File: src/rtl/keypad_scanner.sv
// 4x4 matrix keypad scanner: column drive, 2-flop row sync, scan-level debounce, one pulse per press.
// Optional auto-repeat of digit keys when KEYPAD_REPEAT_EN is defined.
//
// state       | meaning
// IDLE        | no key candidate
// DEB_PRESS   | counting matching scans of a new candidate
// PRESSED     | key accepted and held
// DEB_RELEASE | counting non-matching scans before release
module keypad_scanner #(
  parameter int COL_DWELL      = 1000,
  parameter int DEBOUNCE_SCANS = 20,
  parameter int REPEAT_DELAY   = 50,
  parameter int REPEAT_RATE    = 10
) (
  input  logic       clk,
  input  logic       rst,
  input  logic [3:0] row_in,
  output logic [3:0] col_out,
  output logic       key_valid,
  output logic [3:0] key_code,
  output logic       key_held
);

  localparam int DW = $clog2(COL_DWELL);
  localparam int CW = $clog2(DEBOUNCE_SCANS + 1);

  typedef enum logic [1:0] {IDLE, DEB_PRESS, PRESSED, DEB_RELEASE} state_t;

  state_t          state, state_nxt;
  logic [3:0]      row_s1, row_s2;
  logic [DW-1:0]   dwell_cnt;
  logic [1:0]      col_idx;
  logic            last_dwell, scan_done;
  logic [1:0]      acc_hits, tot_hits;
  logic [3:0]      acc_code, scan_code, col_code;
  logic [2:0]      col_hits, hit_sum;
  logic [1:0]      col_row;
  logic            res_single, match;
  logic [CW-1:0]   cnt, cnt_nxt, cnt_inc;
  logic [3:0]      cand, cand_nxt, code_nxt;
  logic            held_nxt, valid_nxt;

  function automatic logic [3:0] key_map(input logic [1:0] r, input logic [1:0] c);
    case ({r, c})
      4'b0000: key_map = 4'h1;
      4'b0001: key_map = 4'h2;
      4'b0010: key_map = 4'h3;
      4'b0011: key_map = 4'hA;
      4'b0100: key_map = 4'h4;
      4'b0101: key_map = 4'h5;
      4'b0110: key_map = 4'h6;
      4'b0111: key_map = 4'hB;
      4'b1000: key_map = 4'h7;
      4'b1001: key_map = 4'h8;
      4'b1010: key_map = 4'h9;
      4'b1011: key_map = 4'hC;
      4'b1100: key_map = 4'hE;
      4'b1101: key_map = 4'h0;
      4'b1110: key_map = 4'hF;
      default: key_map = 4'hD;
    endcase
  endfunction

  assign col_out    = ~(4'b0001 << col_idx);
  assign last_dwell = (dwell_cnt == DW'(COL_DWELL - 1));
  assign scan_done  = last_dwell && (col_idx == 2'd3);

  // Per-column decode, merged into a saturating hit count across the scan (2 means MULTI).
  always_comb begin
    col_hits = '0;
    col_row  = '0;
    for (int r = 3; r >= 0; r--) begin
      if (!row_s2[r]) begin
        col_hits = col_hits + 3'd1;
        col_row  = 2'(r);
      end
    end
    col_code   = key_map(col_row, col_idx);
    hit_sum    = {1'b0, acc_hits} + col_hits;
    tot_hits   = (hit_sum >= 3'd2) ? 2'd2 : hit_sum[1:0];
    scan_code  = (acc_hits != 2'd0) ? acc_code : col_code;
    res_single = (tot_hits == 2'd1);
    match      = res_single && (scan_code == cand);
  end

  always_ff @(posedge clk or negedge rst) begin
    if (!rst) begin
      row_s1    <= 4'hF;
      row_s2    <= 4'hF;
      dwell_cnt <= '0;
      col_idx   <= '0;
      acc_hits  <= '0;
      acc_code  <= '0;
    end else begin
      row_s1 <= row_in;
      row_s2 <= row_s1;
      if (last_dwell) begin
        dwell_cnt <= '0;
        col_idx   <= col_idx + 2'd1;
        acc_hits  <= scan_done ? 2'd0 : tot_hits;
        acc_code  <= scan_done ? 4'h0 : scan_code;
      end else begin
        dwell_cnt <= dwell_cnt + DW'(1);
      end
    end
  end

`ifdef KEYPAD_REPEAT_EN
  localparam int RMAX = (REPEAT_DELAY > REPEAT_RATE) ? REPEAT_DELAY : REPEAT_RATE;
  localparam int RW   = $clog2(RMAX + 1);
  logic [RW-1:0] rep_cnt, rep_nxt;
`endif

  assign cnt_inc = cnt + CW'(1);

  always_comb begin
    state_nxt = state;
    cnt_nxt   = cnt;
    cand_nxt  = cand;
    code_nxt  = key_code;
    held_nxt  = key_held;
    valid_nxt = 1'b0;
`ifdef KEYPAD_REPEAT_EN
    rep_nxt   = rep_cnt;
`endif
    if (scan_done) begin
      case (state)
        IDLE: begin
          if (res_single) begin
            cand_nxt  = scan_code;
            cnt_nxt   = CW'(1);
            state_nxt = DEB_PRESS;
          end
        end
        DEB_PRESS: begin
          if (match) begin
            cnt_nxt = cnt_inc;
            if (cnt_inc == CW'(DEBOUNCE_SCANS)) begin
              code_nxt  = cand;
              valid_nxt = 1'b1;
              held_nxt  = 1'b1;
              state_nxt = PRESSED;
`ifdef KEYPAD_REPEAT_EN
              rep_nxt   = RW'(REPEAT_DELAY);
`endif
            end
          end else begin
            cnt_nxt   = '0;
            state_nxt = IDLE;
          end
        end
        PRESSED: begin
          if (!match) begin
            cnt_nxt   = CW'(1);
            state_nxt = DEB_RELEASE;
`ifdef KEYPAD_REPEAT_EN
            rep_nxt   = '0;
          end else if (cand <= 4'h9) begin
            if (rep_cnt == RW'(1)) begin
              valid_nxt = 1'b1;
              rep_nxt   = RW'(REPEAT_RATE);
            end else begin
              rep_nxt   = rep_cnt - RW'(1);
            end
`endif
          end
        end
        default: begin
          if (match) begin
            state_nxt = PRESSED;
`ifdef KEYPAD_REPEAT_EN
            rep_nxt   = RW'(REPEAT_DELAY);
`endif
          end else begin
            cnt_nxt = cnt_inc;
            if (cnt_inc == CW'(DEBOUNCE_SCANS)) begin
              cnt_nxt   = '0;
              held_nxt  = 1'b0;
              state_nxt = IDLE;
            end
          end
        end
      endcase
    end
  end

  always_ff @(posedge clk or negedge rst) begin
    if (!rst) begin
      state     <= IDLE;
      cnt       <= '0;
      cand      <= '0;
      key_code  <= '0;
      key_held  <= 1'b0;
      key_valid <= 1'b0;
`ifdef KEYPAD_REPEAT_EN
      rep_cnt   <= '0;
`endif
    end else begin
      state     <= state_nxt;
      cnt       <= cnt_nxt;
      cand      <= cand_nxt;
      key_code  <= code_nxt;
      key_held  <= held_nxt;
      key_valid <= valid_nxt;
`ifdef KEYPAD_REPEAT_EN
      rep_cnt   <= rep_nxt;
`endif
    end
  end

endmodule

File: config.mk
export PLATFORM = sky130hd
export DESIGN_NAME = keypad_scanner
export DESIGN_NICKNAME = d
export VERILOG_FILES = /design/src/rtl/keypad_scanner.sv
export SDC_FILE = /design/constraint.sdc
export NUM_CORES = 1
export LEC_CHECK = 0
export BUFFER_PORTS_ARGS = -buffer_cell sky130_fd_sc_hd__buf_2
export CAP_MARGIN = 20
export CORE_MARGIN = 2
export CORE_UTILIZATION = 40
export DETAILED_ROUTE_END_ITERATION = 16
export SLEW_MARGIN = 10
export SYNTH_ARGS = -nofsm -noshare
export SYNTH_HDL_FRONTEND = slang
export SYNTH_SLANG_ARGS = --single-unit
export TNS_END_PERCENT = 100
File: constraint.sdc
create_clock -name clk -period 5.7 [get_ports clk]
set_input_delay 0.855 -clock clk [delete_from_list [all_inputs] [get_ports clk]]
set_output_delay 0.855 -clock clk [all_outputs]
set_load 0.03 [all_outputs]
==> reports/summary.json, run 1 <==
{
  "timing.hold.worst.class": "flip-flop to flip-flop",
  "setup.worst_path.start_class": "flip-flop",
  "drv.max_cap_violation_count": 0,
  "synth-warning-count": 0,
  "yosys-top-cells-area": "sky130_fd_sc_hd__dfrtp_1 (33%), sky130_fd_sc_hd__ha_1 (9.5%), sky130_fd_sc_hd__dfstp_2 (8.0%), sky130_fd_sc_hd__mux2_4 (2.8%), sky130_fd_sc_hd__nor2_1 (2.8%)",
  "slowest_stage": "sky130_fd_sc_hd__dfstp_2",
  "core_area_sq_um": 6390,
  "drt_first_pass_iters": 4,
  "setup.worst_path.end": "cnt[4]$_DFFE_PN0P_",
  "status": "complete, no violations",
  "synth_largest_area_cell": "sky130_fd_sc_hd__dfrtp_1",
  "detail_route.vias_per_cell": 5.40,
  "maximum_fanout_encountered_on_the_critical_timing_path": 8,
  "numClockSinks": 43,
  "cp-end-kind": "flip-flop",
  "worst_ep_required_ps": 5880,
  "crit_start": "row_s2[2]$_DFF_PN1_",
  "critPathArrivalTime_ps": 4860,
  "setup_bufs_post_cts": 0,
  "cts.reportedPaths.clkPinSlew_ps": 80,
  "post_dp_cell_area_sq_um": 2760,
  "switch_pwr_uw": 130,
  "insertion_delay_ps": 300,
  "drt_first_iter_violations": 83,
  "die_footprint_sq_um": 7280,
  "synth_top_area_frac": 0.331,
  "reg2reg_slack_ps": 1020,
  "vdd_ir_drop_max_mv": 0.107,
  "power_density_nw_per_um2": 205,
  "yosysSeqAreaShare": 0.411,
  "maximum_buffer_depth_of_the_clock_tree": 2,
  "grt_overflow_total": 0,
  "postCtsHoldBufs": 0,
  "mapped_cell_area_sq_um": 2640,
  "worst_r2r_dst": "cnt[4]$_DFFE_PN0P_",
  "grt_max_degree": 44,
  "seq_power_share": 0.532,
  "timing.fmax_mhz": 214,
  "dieHeight_um": 85.3,
  "tritoncts_clock_tree": "done",
  "chipWidth_um": 85.3,
  "first_pass_grt_wire_length_um": 8110,
  "stdcell_area_sq_um": 2870,
  "timing.critical_path.cells": "inv_1 -> ha_1 -> xnor2_1 -> ha_1 -> mux2_2 -> fa_1 -> xnor3_1 -> nor3b_2 -> o2111ai_2 -> nor3_2 -> ha_1 -> inv_1 -> o21ai_1 -> nor3b_2 -> a211o_1",
  "cts-resized-gates": 0,
  "post_synthesis_average_cell_area_sq_um": 10.8,
  "ant_nets": 0,
  "buffer_ports.inserted": 15,
  "area.growth.synth_to_final_pct": 8.38,
  "routabilityCongestion": 0.808,
  "yosys_register_bits": 43,
  "finalHoldViolCount": 0,
  "ys_async_sr_fraction": 1.00,
  "htreeDepth": 2,
  "drt_wl_total_um": 4580,
  "finish_stage_setup_viols": 0,
  "least_margin_pin_slew_ps": 939,
  "cts_inserted_buffers": 5,
  "finalCoreUtilization": 0.449,
  "post_route_setup_tns_ps": 0,
  "crit_type": "flip-flop to flip-flop",
  "drive_above_1_share": 0.205,
  "relSlewSlack": 0.374,
  "placement_rows": 29,
  "power_frac_comb": 0.071,
  "post_dp_hpwl_um": 3340,
  "synth-edff-count": 0,
  "initial_utilization": 0.414,
  "syn-instance-count": 244,
  "cpPeakStageDelay_ps": 560,
  "clock_skew_ps": 13.1,
  "setup_repair_after_global_routing_missed_its_margin": "false",
  "power_switching_share": 0.221,
  "layout_worst_path_cycle_share": 0.821,
  "ys.flop_type": "sky130_fd_sc_hd__dfrtp_1",
  "r2r-start": "row_s2[2]$_DFF_PN1_",
  "number_of_antenna_violations_at_the_first_check_in_global_routing": 0,
  "num_antenna_cells": 0,
  "num-nets-final": 285,
  "detailroute.via_count": 1813,
  "post-route-min-period_ps": 4680,
  "syn_nets": 271,
  "leakagePower_uw": 0.00129,
  "internal_power_consumption_uw": 458,
  "synth.distinct_cells": 68,
  "power.share.clock": 0.396,
  "drcViolationCount": 0,
  "grt_total_usage": 0.139,
  "path_common_cell": "sky130_fd_sc_hd__ha_1",
  "finalMaxSlewViolations": 0,
  "grt_pass1_vias": 1712,
  "routed_wire_per_std_cell_um": 13.6,
  "number_of_cell_instances_on_the_worst_register_to_register_path": 15,
  "clk_root_buffer_cell": "sky130_fd_sc_hd__clkbuf_8",
  "top_level_ports": 16
}
-- cells by family (layout without fill, tap and decap cells) --
logic type | Yosys count | in the layout | share of synthesized area
multiplexers | 12 | 12 | 0.0573
AO/OA/AOI/OAI | 52 | 52 | 0.165
flip-flops | 43 | 43 | 0.411
AND/OR/NAND/NOR | 76 | 76 | 0.165
XOR/XNOR | 13 | 13 | 0.0511
buffers and inverters | 27 | 42 | 0.0483
adder cells (fa/ha/maj) | 21 | 21 | 0.102
-- worst min-delay path by stage --
| stage | slack [ps] | startpoint | depth (start not counted) | endpoint |
|---|---|---|---|---|
| finish | 360 | row_s1[2]$_DFF_PN1_ | 0 | row_s2[2]$_DFF_PN1_ |
| global route | 360 | row_s1[1]$_DFF_PN1_ | 0 | row_s2[1]$_DFF_PN1_ |
| CTS | 360 | row_s1[1]$_DFF_PN1_ | 0 | row_s2[1]$_DFF_PN1_ |
| detailed placement | 350 | row_s1[2]$_DFF_PN1_ | 0 | row_s2[2]$_DFF_PN1_ |
| global placement | 350 | row_s1[0]$_DFF_PN1_ | 0 | row_s2[0]$_DFF_PN1_ |
| floorplan | 350 | row_s1[0]$_DFF_PN1_ | 0 | row_s2[0]$_DFF_PN1_ |
-- cells in the mapped netlist (all sizes together) (2+ instances only) --
| cell type | number |
|---|---|
| o211ai | 3 |
| nand3 | 9 |
| a22o | 2 |
| nand4 | 3 |
| a21boi | 2 |
| o31ai | 5 |
| a211oi | 3 |
| buf | 3 |
| o211a | 2 |
| nor2 | 20 |
| ha | 20 |
| xnor2 | 7 |
| nand2 | 14 |
| o21ai | 12 |
| nor3b | 3 |
| nor2b | 2 |
| or2 | 2 |
| dfrtp | 35 |
| inv | 19 |
| dfstp | 8 |
| o32ai | 2 |
| clkbuf | 5 |
| nor4 | 2 |
| xor2 | 5 |
| and3 | 4 |
| o41ai | 3 |
| mux2 | 7 |
| nand3b | 3 |
| nand2b | 6 |
| mux2i | 5 |
| a21oi | 6 |
-- critical path, delay by kind of cell (launching register included) --
kind                     cells  cell delay [ps]
buffers and inverters        2               90
adder cells (fa/ha/maj)      4             1160
flip-flops                   1              560
multiplexers                 1              270
AO/OA/AOI/OAI                3             1060
XOR/XNOR                     2              650
AND/OR/NAND/NOR              3              780
-- registers in the layout, indices dropped and copies added (netlist names), named ones only --
signal	count
state	1
dwell_cnt	10
key_valid	1
key_held	1
key_code	4
cnt	5
acc_hits	2
row_s2	4
row_s1	4
acc_code	4
cand	4
col_idx	2
-- area by class of cell --
type | count | area, sq um
Inverter | 19 | 71.3
Fill cell | 602 | 3520
Multi-Input combinational cell | 174 | 1430
Timing Repair Buffer | 15 | 75.1
Sequential cell | 43 | 1090
Tap cell | 77 | 96.3
Clock inverter | 1 | 30.0
Clock buffer | 7 | 76.3
-- layer usage --
metal	track usage	wire (um)	vias to the layer above
li1	-	-	894
met1	0.189	2270	894
met2	0.215	2110	19
met3	0.0292	127	6
met4	0.0534	77	0
met5	0	0	-
-- metrics by stage --
stage	power (uW)	worst slack, ps	hold slack (ps)	std cells
floorplan	350	1490	345	244
global placement	361	1200	346	328
detailed placement	362	1050	348	328
CTS	601	1030	361	336
global route	617	716	362	336
finish	589	1020	359	336
-- cells in the final DEF, fill, tap and decap left out, drive strengths merged, types with 2 or more instances in the layout --
cell type  netlist  final
dfrtp           35     35
nor2            20     20
ha              20     20
inv             19     19
buf              3     15
nand2           14     14
o21ai           12     12
nand3            9      9
dfstp            8      8
xnor2            7      7
mux2             7      7
clkbuf           5      7
nand2b           6      6
a21oi            6      6
xor2             5      5
o31ai            5      5
mux2i            5      5
and3             4      4
nand3b           3      3
nand4            3      3
o211ai           3      3
a211oi           3      3
nor3b            3      3
o41ai            3      3
o211a            2      2
a22o             2      2
a21boi           2      2
o32ai            2      2
nor2b            2      2
or2              2      2
nor4             2      2
-- power groups by stage --
stage	sequential, uW	combinational, uW	clock (uW)
after floorplan	318	32.2	0
after CTS	313	43.2	244
after detailed placement	319	43.1	0
after global routing	314	47.7	255
after global placement	319	42.3	0
final	313	42.0	233
Power figures use the tool's default switching activity.
==> run 2, diff against run 1 <==
==> constraint.sdc (replaced) <==
create_clock -name clk -period 4.3 [get_ports clk]
set_input_delay 0.645 -clock clk [delete_from_list [all_inputs] [get_ports clk]]
set_output_delay 0.645 -clock clk [all_outputs]
set_load 0.03 [all_outputs]
==> run 2 against run 1 <==
Against the previous run: non-clock buffer count is 6 higher; total power is 28% higher; maximum frequency is 16% higher; register-to-register slack worse by 750 ps; setup slack worse by 750 ps; largest power group unchanged.
==> reports/summary.json, run 2 (synthesis results as in run 1) <==
{
  "status": {"value": "complete, no violations", "change": "unchanged"},
  "grt_max_degree": {"value": 44, "change": "unchanged"},
  "cpPeakStageDelay": {"value": 560, "unit": "ps", "change": "about the same"},
  "largest_registers": {"value": "dwell_cnt (10), cnt (5)", "change": "unchanged"},
  "number_of_cell_instances_on_the_worst_register_to_register_path": {"value": 15, "change": "unchanged"},
  "number_of_antenna_violations_at_the_first_check_in_global_routing": {"value": 0, "change": "unchanged"},
  "timing.hold.worst.class": {"value": "input pin to asynchronous set/reset pin", "change": "was flip-flop to flip-flop"},
  "drcViolationCount": {"value": 0, "change": "unchanged"},
  "crit_start": {"value": "row_s2[2]$_DFF_PN1_", "change": "unchanged"},
  "maximum_buffer_depth_of_the_clock_tree": {"value": 2, "change": "unchanged"},
  "cp-end-kind": {"value": "flip-flop", "change": "unchanged"},
  "tritoncts_clock_tree": {"value": "done", "change": "unchanged"},
  "power_frac_comb": {"value": 0.087, "change": "was 0.071"},
  "cts_inserted_buffers": {"value": 5, "change": "unchanged"},
  "relSlewSlack": {"value": 0.635, "change": "was 0.374"},
  "htreeDepth": {"value": 2, "change": "unchanged"},
  "drt_first_pass_iters": {"value": 4, "change": "unchanged"},
  "drt_wl_total": {"value": 4690, "unit": "um", "change": "was 4580 um"},
  "finalHoldViolCount": {"value": 0, "change": "unchanged"},
  "final_critical_path_setup_slack": {"value": 271, "unit": "ps", "change": "was 1020 ps"},
  "vdd_ir_drop_max": {"value": 0.114, "unit": "mV", "change": "was 0.107 mV"},
  "first_pass_grt_wire_length": {"value": 8210, "unit": "um", "change": "was 8110 um"},
  "core_area": {"value": 6390, "unit": "sq um", "change": "unchanged"},
  "registers.top_by_ff_count": {"value": "dwell_cnt", "change": "unchanged"},
  "buffer_ports.inserted": {"value": 15, "change": "unchanged"},
  "routed_wire_per_std_cell": {"value": 13.7, "unit": "um", "change": "was 13.6 um"},
  "total_power": {"value": 751, "unit": "uW", "change": "was 589 uW"},
  "timing.critical_path.max_delay_family": {"value": "adder cells", "change": "unchanged"},
  "layout.cells.most_common_list": {"value": "sky130_fd_sc_hd__dfrtp_1 (35), sky130_fd_sc_hd__nor2_1 (20), sky130_fd_sc_hd__ha_1 (20)", "change": "unchanged"},
  "post-route-min-period": {"value": 4030, "unit": "ps", "change": "was 4680 ps"},
  "cts.reportedPaths.clkPinSlew": {"value": 90, "unit": "ps", "change": "was 80 ps"},
  "die_footprint": {"value": 7280, "unit": "sq um", "change": "unchanged"},
  "largest_reg_flops": {"value": 10, "change": "unchanged"},
  "drive_above_1_share": {"value": 0.234, "change": "was 0.205"},
  "maximum_fanout_encountered_on_the_critical_timing_path": {"value": 5, "change": "was 8"},
  "top_level_ports": {"value": 16, "change": "unchanged"},
  "r2r-start": {"value": "row_s2[2]$_DFF_PN1_", "change": "unchanged"},
  "setup_bufs_post_cts": {"value": 0, "change": "unchanged"},
  "layout_worst_path_cycle_share": {"value": 0.937, "change": "was 0.821"},
  "timing.fmax": {"value": 248, "unit": "MHz", "change": "was 214 MHz"},
  "setup.worst_path.start_class": {"value": "flip-flop", "change": "unchanged"},
  "worst_r2r_dst": {"value": "cnt[4]$_DFFE_PN0P_", "change": "unchanged"},
  "path_common_cell": {"value": "sky130_fd_sc_hd__ha_1", "change": "unchanged"},
  "detailroute.via_count": {"value": 1822, "change": "was 1813"},
  "power.share.clock": {"value": 0.360, "change": "was 0.396"},
  "power_switching_share": {"value": 0.240, "change": "was 0.221"},
  "post_route_setup_tns": {"value": 0, "unit": "ps", "change": "unchanged"},
  "internal_power_consumption": {"value": 571, "unit": "uW", "change": "was 458 uW"},
  "switch_pwr": {"value": 180, "unit": "uW", "change": "was 130 uW"},
  "power_density": {"value": 257, "unit": "nW/um^2", "change": "was 205 nW/um^2"},
  "drt_first_iter_violations": {"value": 76, "change": "was 83"},
  "seq_power_share": {"value": 0.553, "change": "was 0.532"},
  "drv.max_cap_violation_count": {"value": 0, "change": "unchanged"},
  "area.growth.synth_to_final": {"value": 10.7, "unit": "%", "change": "was 8.38%"},
  "chipWidth": {"value": 85.3, "unit": "um", "change": "unchanged"},
  "mostFrequentLayoutCell": {"value": "sky130_fd_sc_hd__dfrtp_1", "change": "unchanged"},
  "grt_pass1_vias": {"value": 1859, "change": "was 1712"},
  "reg2reg_slack": {"value": 270, "unit": "ps", "change": "was 1020 ps"},
  "detail_route.vias_per_cell": {"value": 5.33, "change": "was 5.40"},
  "preCtsSetupSlack": {"value": 139, "unit": "ps", "change": "was 1050 ps"},
  "ant_nets": {"value": 0, "change": "unchanged"},
  "least_margin_pin_slew": {"value": 543, "unit": "ps", "change": "was 939 ps"},
  "cts-resized-gates": {"value": 0, "change": "unchanged"},
  "insertion_delay": {"value": 300, "unit": "ps", "change": "about the same"},
  "num-nets-final": {"value": 291, "change": "was 285"},
  "worst_ep_required": {"value": 4480, "unit": "ps", "change": "was 5880 ps"},
  "grt_overflow_total": {"value": 0, "change": "unchanged"},
  "clock_skew": {"value": 13.4, "unit": "ps", "change": "was 13.1 ps"},
  "dieHeight": {"value": 85.3, "unit": "um", "change": "unchanged"},
  "finish_stage_setup_viols": {"value": 0, "change": "unchanged"},
  "numClockSinks": {"value": 43, "change": "unchanged"},
  "placement_rows": {"value": 29, "change": "unchanged"},
  "grt_total_usage": {"value": 0.141, "change": "was 0.139"},
  "setup_repair_after_global_routing_missed_its_margin": {"value": "false", "change": "unchanged"},
  "num_antenna_cells": {"value": 0, "change": "unchanged"},
  "initial_utilization": {"value": 0.414, "change": "unchanged"},
  "finalMaxSlewViolations": {"value": 0, "change": "unchanged"},
  "critPathArrivalTime": {"value": 4210, "unit": "ps", "change": "was 4860 ps"},
  "post_dp_hpwl": {"value": 3390, "unit": "um", "change": "was 3340 um"},
  "worstPathBufferInverterCount": {"value": 2, "change": "unchanged"},
  "crit_type": {"value": "flip-flop to flip-flop", "change": "unchanged"},
  "timing.critical_path.cells": {"value": "inv_1 -> ha_1 -> xnor2_2 -> ha_1 -> mux2_2 -> fa_1 -> xnor3_1 -> nor3b_2 -> o2111ai_2 -> nor3_2 -> ha_1 -> inv_1 -> o21ai_2 -> nor3b_2 -> a211o_1", "change": "was inv_1 -> ha_1 -> xnor2_1 -> ha_1 -> mux2_2 -> fa_1 -> xnor3_1 -> nor3b_2 -> o2111ai_2 -> nor3_2 -> ha_1 -> inv_1 -> o21ai_1 -> nor3b_2 -> a211o_1"},
  "clk_root_buffer_cell": {"value": "sky130_fd_sc_hd__clkbuf_8", "change": "unchanged"},
  "slowest_stage": {"value": "sky130_fd_sc_hd__dfstp_2", "change": "unchanged"},
  "postCtsHoldBufs": {"value": 0, "change": "unchanged"},
  "routabilityCongestion": {"value": 0.808, "change": "about the same"},
  "leakagePower": {"value": 0.00133, "unit": "uW", "change": "was 0.00129 uW"}
}
run 2: final cells by class:
| class | count | area (sq um) |
|---|---|---|
| sequential | 43 | 1090 |
| tap | 77 | 96.3 |
| timing repair buffer | 21 | 140 |
| inverter | 19 | 71.3 |
| multi-input combinational | 174 | 1440 |
| clock buffer | 7 | 86.3 |
| clock inverter | 1 | 5.00 |
| fill | 604 | 3460 |
run 2: stage by stage:
stage / hold slack (ps) / utilization / area (sq um) / cells
finish: 320 / 0.458 / 2930 / 342
global placement: 347 / 0.438 / 2800 / 333
detailed placement: 347 / 0.438 / 2800 / 333
global route: 358 / 0.458 / 2930 / 342
CTS: 359 / 0.452 / 2890 / 341
floorplan: 345 / - / 2640 / 244
run 2: worst reg2reg max path, cell delays in order, from the launching register on:
cell                        delay (ps)
sky130_fd_sc_hd__dfstp_2           560
sky130_fd_sc_hd__inv_1              50
sky130_fd_sc_hd__ha_1              330
sky130_fd_sc_hd__xnor2_2           210
sky130_fd_sc_hd__ha_1              260
sky130_fd_sc_hd__mux2_2            280
sky130_fd_sc_hd__fa_1              390
sky130_fd_sc_hd__xnor3_1           400
sky130_fd_sc_hd__nor3b_2           240
sky130_fd_sc_hd__o2111ai_2         160
sky130_fd_sc_hd__nor3_2            180
sky130_fd_sc_hd__ha_1              180
sky130_fd_sc_hd__inv_1              50
sky130_fd_sc_hd__o21ai_2           240
sky130_fd_sc_hd__nor3b_2            90
sky130_fd_sc_hd__a211o_1           300
run 2: power groups by stage:
stage | Clock [uW] | Sequential (uW) | Combinational [uW]
after floorplan | 0 | 421 | 42.7
after global placement | 0 | 423 | 61.7
after detailed placement | 0 | 423 | 61.6
after CTS | 281 | 415 | 62.2
after global routing | 298 | 416 | 72.3
final | 270 | 416 | 65.4
run 2: worst max path at each step:
stage	end	slack [ps]	cells after the start
global route	cnt[4]$_DFFE_PN0P_	90	15
CTS	cnt[4]$_DFFE_PN0P_	100	15
global placement	cnt[4]$_DFFE_PN0P_	220	15
floorplan	cnt[4]$_DFFE_PN0P_	90	15
detailed placement	cnt[4]$_DFFE_PN0P_	140	15
finish	cnt[4]$_DFFE_PN0P_	270	15
run 2: metal layers:
layer,vias to the layer above,track usage,routed length (um)
met2,16,0.238,2250
met1,893,0.180,2280
li1,908,-,-
met3,5,0.0321,112
met5,-,0,0
met4,0,0.0433,47
==> run 3, diff against run 2 <==
--- a/config.mk
+++ b/config.mk
@@ -10,6 +10,7 @@
 export CORE_MARGIN = 2
 export CORE_UTILIZATION = 40
 export DETAILED_ROUTE_END_ITERATION = 16
+export REMOVE_ABC_BUFFERS = 1
 export SLEW_MARGIN = 10
 export SYNTH_ARGS = -nofsm -noshare
 export SYNTH_HDL_FRONTEND = slang
==> run 3 against run 2 <==
Against the previous run: wire length down 1.6%; via count down 0.77%; sequential power about the same; worst hold slack improved by 33 ps; total power rose by 6.0%; register-to-register slack improved by 30 ps; clock power increased by 19%; first-iteration DRC count down 29%; critical path depth down 2; final area shrank 0.47%; count of clock-buffer cells in the layout fell by 2; largest cell class unchanged; highest routed layer unchanged.
==> reports/summary.json, run 3 (synthesis results as in run 1) <==
{
  "status": {"value": "complete, no violations", "change": "unchanged"},
  "worst_ep_required": {"value": 4490, "unit": "ps", "change": "was 4480 ps"},
  "maximum_fanout_encountered_on_the_critical_timing_path": {"value": 5, "change": "unchanged"},
  "layout.cells.most_common_list": {"value": "sky130_fd_sc_hd__dfrtp_1 (35), sky130_fd_sc_hd__nor2_1 (20), sky130_fd_sc_hd__ha_1 (20)", "change": "unchanged"},
  "crit_type": {"value": "flip-flop to flip-flop", "change": "unchanged"},
  "finalMaxSlewViolations": {"value": 0, "change": "unchanged"},
  "area.growth.synth_to_final": {"value": 10.2, "unit": "%", "change": "was 10.7%"},
  "core_area": {"value": 6390, "unit": "sq um", "change": "unchanged"},
  "registers.top_by_ff_count": {"value": "dwell_cnt", "change": "unchanged"},
  "initial_utilization": {"value": 0.414, "change": "unchanged"},
  "grt_max_degree": {"value": 44, "change": "unchanged"},
  "clock_skew": {"value": 7.52, "unit": "ps", "change": "was 13.4 ps"},
  "timing.fmax": {"value": 250, "unit": "MHz", "change": "was 248 MHz"},
  "routabilityCongestion": {"value": 0.816, "change": "was 0.808"},
  "number_of_antenna_violations_at_the_first_check_in_global_routing": {"value": 0, "change": "unchanged"},
  "die_footprint": {"value": 7280, "unit": "sq um", "change": "unchanged"},
  "placement_rows": {"value": 29, "change": "unchanged"},
  "vdd_ir_drop_max": {"value": 0.133, "unit": "mV", "change": "was 0.114 mV"},
  "largest_registers": {"value": "dwell_cnt (10), cnt (5)", "change": "unchanged"},
  "crit_start": {"value": "row_s2[2]$_DFF_PN1_", "change": "unchanged"},
  "power_density": {"value": 273, "unit": "nW/um^2", "change": "was 257 nW/um^2"},
  "drt_first_iter_violations": {"value": 54, "change": "was 76"},
  "post-route-min-period": {"value": 4000, "unit": "ps", "change": "was 4030 ps"},
  "least_margin_pin_slew": {"value": 943, "unit": "ps", "change": "was 543 ps"},
  "cts.reportedPaths.clkPinSlew": {"value": 90, "unit": "ps", "change": "about the same"},
  "post_dp_hpwl": {"value": 3470, "unit": "um", "change": "was 3390 um"},
  "fillers": {"value": 611, "change": "was 604"},
  "routed_wire_per_std_cell": {"value": 13.5, "unit": "um", "change": "was 13.7 um"},
  "mostFrequentLayoutCell": {"value": "sky130_fd_sc_hd__dfrtp_1", "change": "unchanged"},
  "setup.worst_path.start_class": {"value": "flip-flop", "change": "unchanged"},
  "r2r-start": {"value": "row_s2[2]$_DFF_PN1_", "change": "unchanged"},
  "finalHoldViolCount": {"value": 0, "change": "unchanged"},
  "critPathArrivalTime": {"value": 4190, "unit": "ps", "change": "was 4210 ps"},
  "top_level_ports": {"value": 16, "change": "unchanged"},
  "place.detailed.instances": {"value": 333, "change": "unchanged"},
  "num_antenna_cells": {"value": 0, "change": "unchanged"},
  "post_route_setup_tns": {"value": 0, "unit": "ps", "change": "unchanged"},
  "drt_wl_total": {"value": 4610, "unit": "um", "change": "was 4690 um"},
  "dieHeight": {"value": 85.3, "unit": "um", "change": "unchanged"},
  "drcViolationCount": {"value": 0, "change": "unchanged"},
  "grt_pass1_vias": {"value": 1775, "change": "was 1859"},
  "grt_total_usage": {"value": 0.140, "change": "was 0.141"},
  "finish_stage_setup_viols": {"value": 0, "change": "unchanged"},
  "drive_above_1_share": {"value": 0.231, "change": "was 0.234"},
  "buffer_ports.inserted": {"value": 15, "change": "unchanged"},
  "detail_route.vias_per_cell": {"value": 5.30, "change": "was 5.33"},
  "leakagePower": {"value": 0.00132, "unit": "uW", "change": "was 0.00133 uW"},
  "grt_overflow_total": {"value": 0, "change": "unchanged"},
  "insertion_delay": {"value": 300, "unit": "ps", "change": "about the same"},
  "ant_nets": {"value": 0, "change": "unchanged"},
  "numClockSinks": {"value": 43, "change": "unchanged"},
  "drt_first_pass_iters": {"value": 4, "change": "unchanged"},
  "relSlewSlack": {"value": 0.372, "change": "was 0.635"},
  "layout_worst_path_cycle_share": {"value": 0.930, "change": "was 0.937"},
  "cts_inserted_buffers": {"value": 5, "change": "unchanged"},
  "htreeDepth": {"value": 2, "change": "unchanged"},
  "num-nets-final": {"value": 290, "change": "was 291"},
  "finalNonFillerCells": {"value": 341, "change": "was 342"},
  "timing.hold.worst.class": {"value": "flip-flop to flip-flop", "change": "was input pin to asynchronous set/reset pin"},
  "cp-end-kind": {"value": "flip-flop", "change": "unchanged"},
  "hold_start": "row_s1[0]$_DFF_PN1_",
  "finalCoreUtilization": {"value": 0.456, "change": "was 0.458"},
  "maximum_buffer_depth_of_the_clock_tree": {"value": 2, "change": "unchanged"},
  "post_route_hold_slack": {"value": 353, "unit": "ps", "change": "was 320 ps"},
  "largest_reg_flops": {"value": 10, "change": "unchanged"},
  "tritoncts_clock_tree": {"value": "done", "change": "unchanged"},
  "first_pass_grt_wire_length": {"value": 8170, "unit": "um", "change": "was 8210 um"},
  "setup_repair_after_global_routing_missed_its_margin": {"value": "false", "change": "unchanged"},
  "clk_root_buffer_cell": {"value": "sky130_fd_sc_hd__clkbuf_8", "change": "unchanged"},
  "chipWidth": {"value": 85.3, "unit": "um", "change": "unchanged"},
  "detailroute.via_count": {"value": 1808, "change": "was 1822"},
  "drv.max_cap_violation_count": {"value": 0, "change": "unchanged"}
}
[run 3: critical path, stage by stage (launching register included)]
cell and delay (ps):
sky130_fd_sc_hd__dfstp_2 570, sky130_fd_sc_hd__inv_1 50, sky130_fd_sc_hd__ha_1 320, sky130_fd_sc_hd__xnor2_1 250
sky130_fd_sc_hd__ha_1 270, sky130_fd_sc_hd__mux2_2 270, sky130_fd_sc_hd__fa_1 380, sky130_fd_sc_hd__xnor3_1 400
sky130_fd_sc_hd__nor3b_2 260, sky130_fd_sc_hd__o2111ai_2 150, sky130_fd_sc_hd__nor3_2 170, sky130_fd_sc_hd__buf_4 150
sky130_fd_sc_hd__and3_1 320, sky130_fd_sc_hd__mux2_4 330
[run 3: timing repair]
action	4_1_cts	5_1_grt
endpoints found under the setup margin	0	5
hold buffers	0	0
resized for setup	0	1
setup buffers	0	0
[run 3: metrics by stage]
stage               power [uW]  worst slack, ps  instance area [sq um]
finish                     797              301                   2910
global route               830             4.61                   2910
CTS                        811              196                   2910
detailed placement         486              190                   2800
global placement           484              325                   2800
floorplan                  462             90.1                   2590
[run 3: cell type report]
type	count	area (sq um)	area share
repair buffers	20	113	0.0387
clock inverters	3	43.8	0.0150
inverters	19	71.3	0.0245
clock buffers	5	68.8	0.0236
well taps	77	96.3	0.0331
multi-input cells	174	1430	0.492
flip-flops and latches	43	1090	0.373
[run 3: layer usage]
metal	global-route usage	vias up	share of wire
met4	0.0433	0	0.011
met3	0.0263	5	0.021
met1	0.180	877	0.46
met5	0	-	0
met2	0.238	16	0.50
li1	-	910	-
[run 3: final timing paths]
check | depth (start not counted) | slack [ps] | end
max reg2reg | 13 | 300 | key_code[0]$_DFFE_PN0P_
min reg2reg | 0 | 350 | row_s2[0]$_DFF_PN1_
min in group asynchronous | 1 | 490 | dwell_cnt[0]$_DFF_PN0_
max in group asynchronous | 1 | 3230 | acc_code[1]$_DFFE_PN0N_
min | 0 | 350 | row_s2[0]$_DFF_PN1_
max | 13 | 300 | key_code[0]$_DFFE_PN0P_
[run 3: where the power goes]
group	leakage [uW]	internal (uW)	switching [uW]
Sequential	0.000559	411	4.26
Combinational	0.000707	27.0	34.1
Clock	0.0000581	173	147
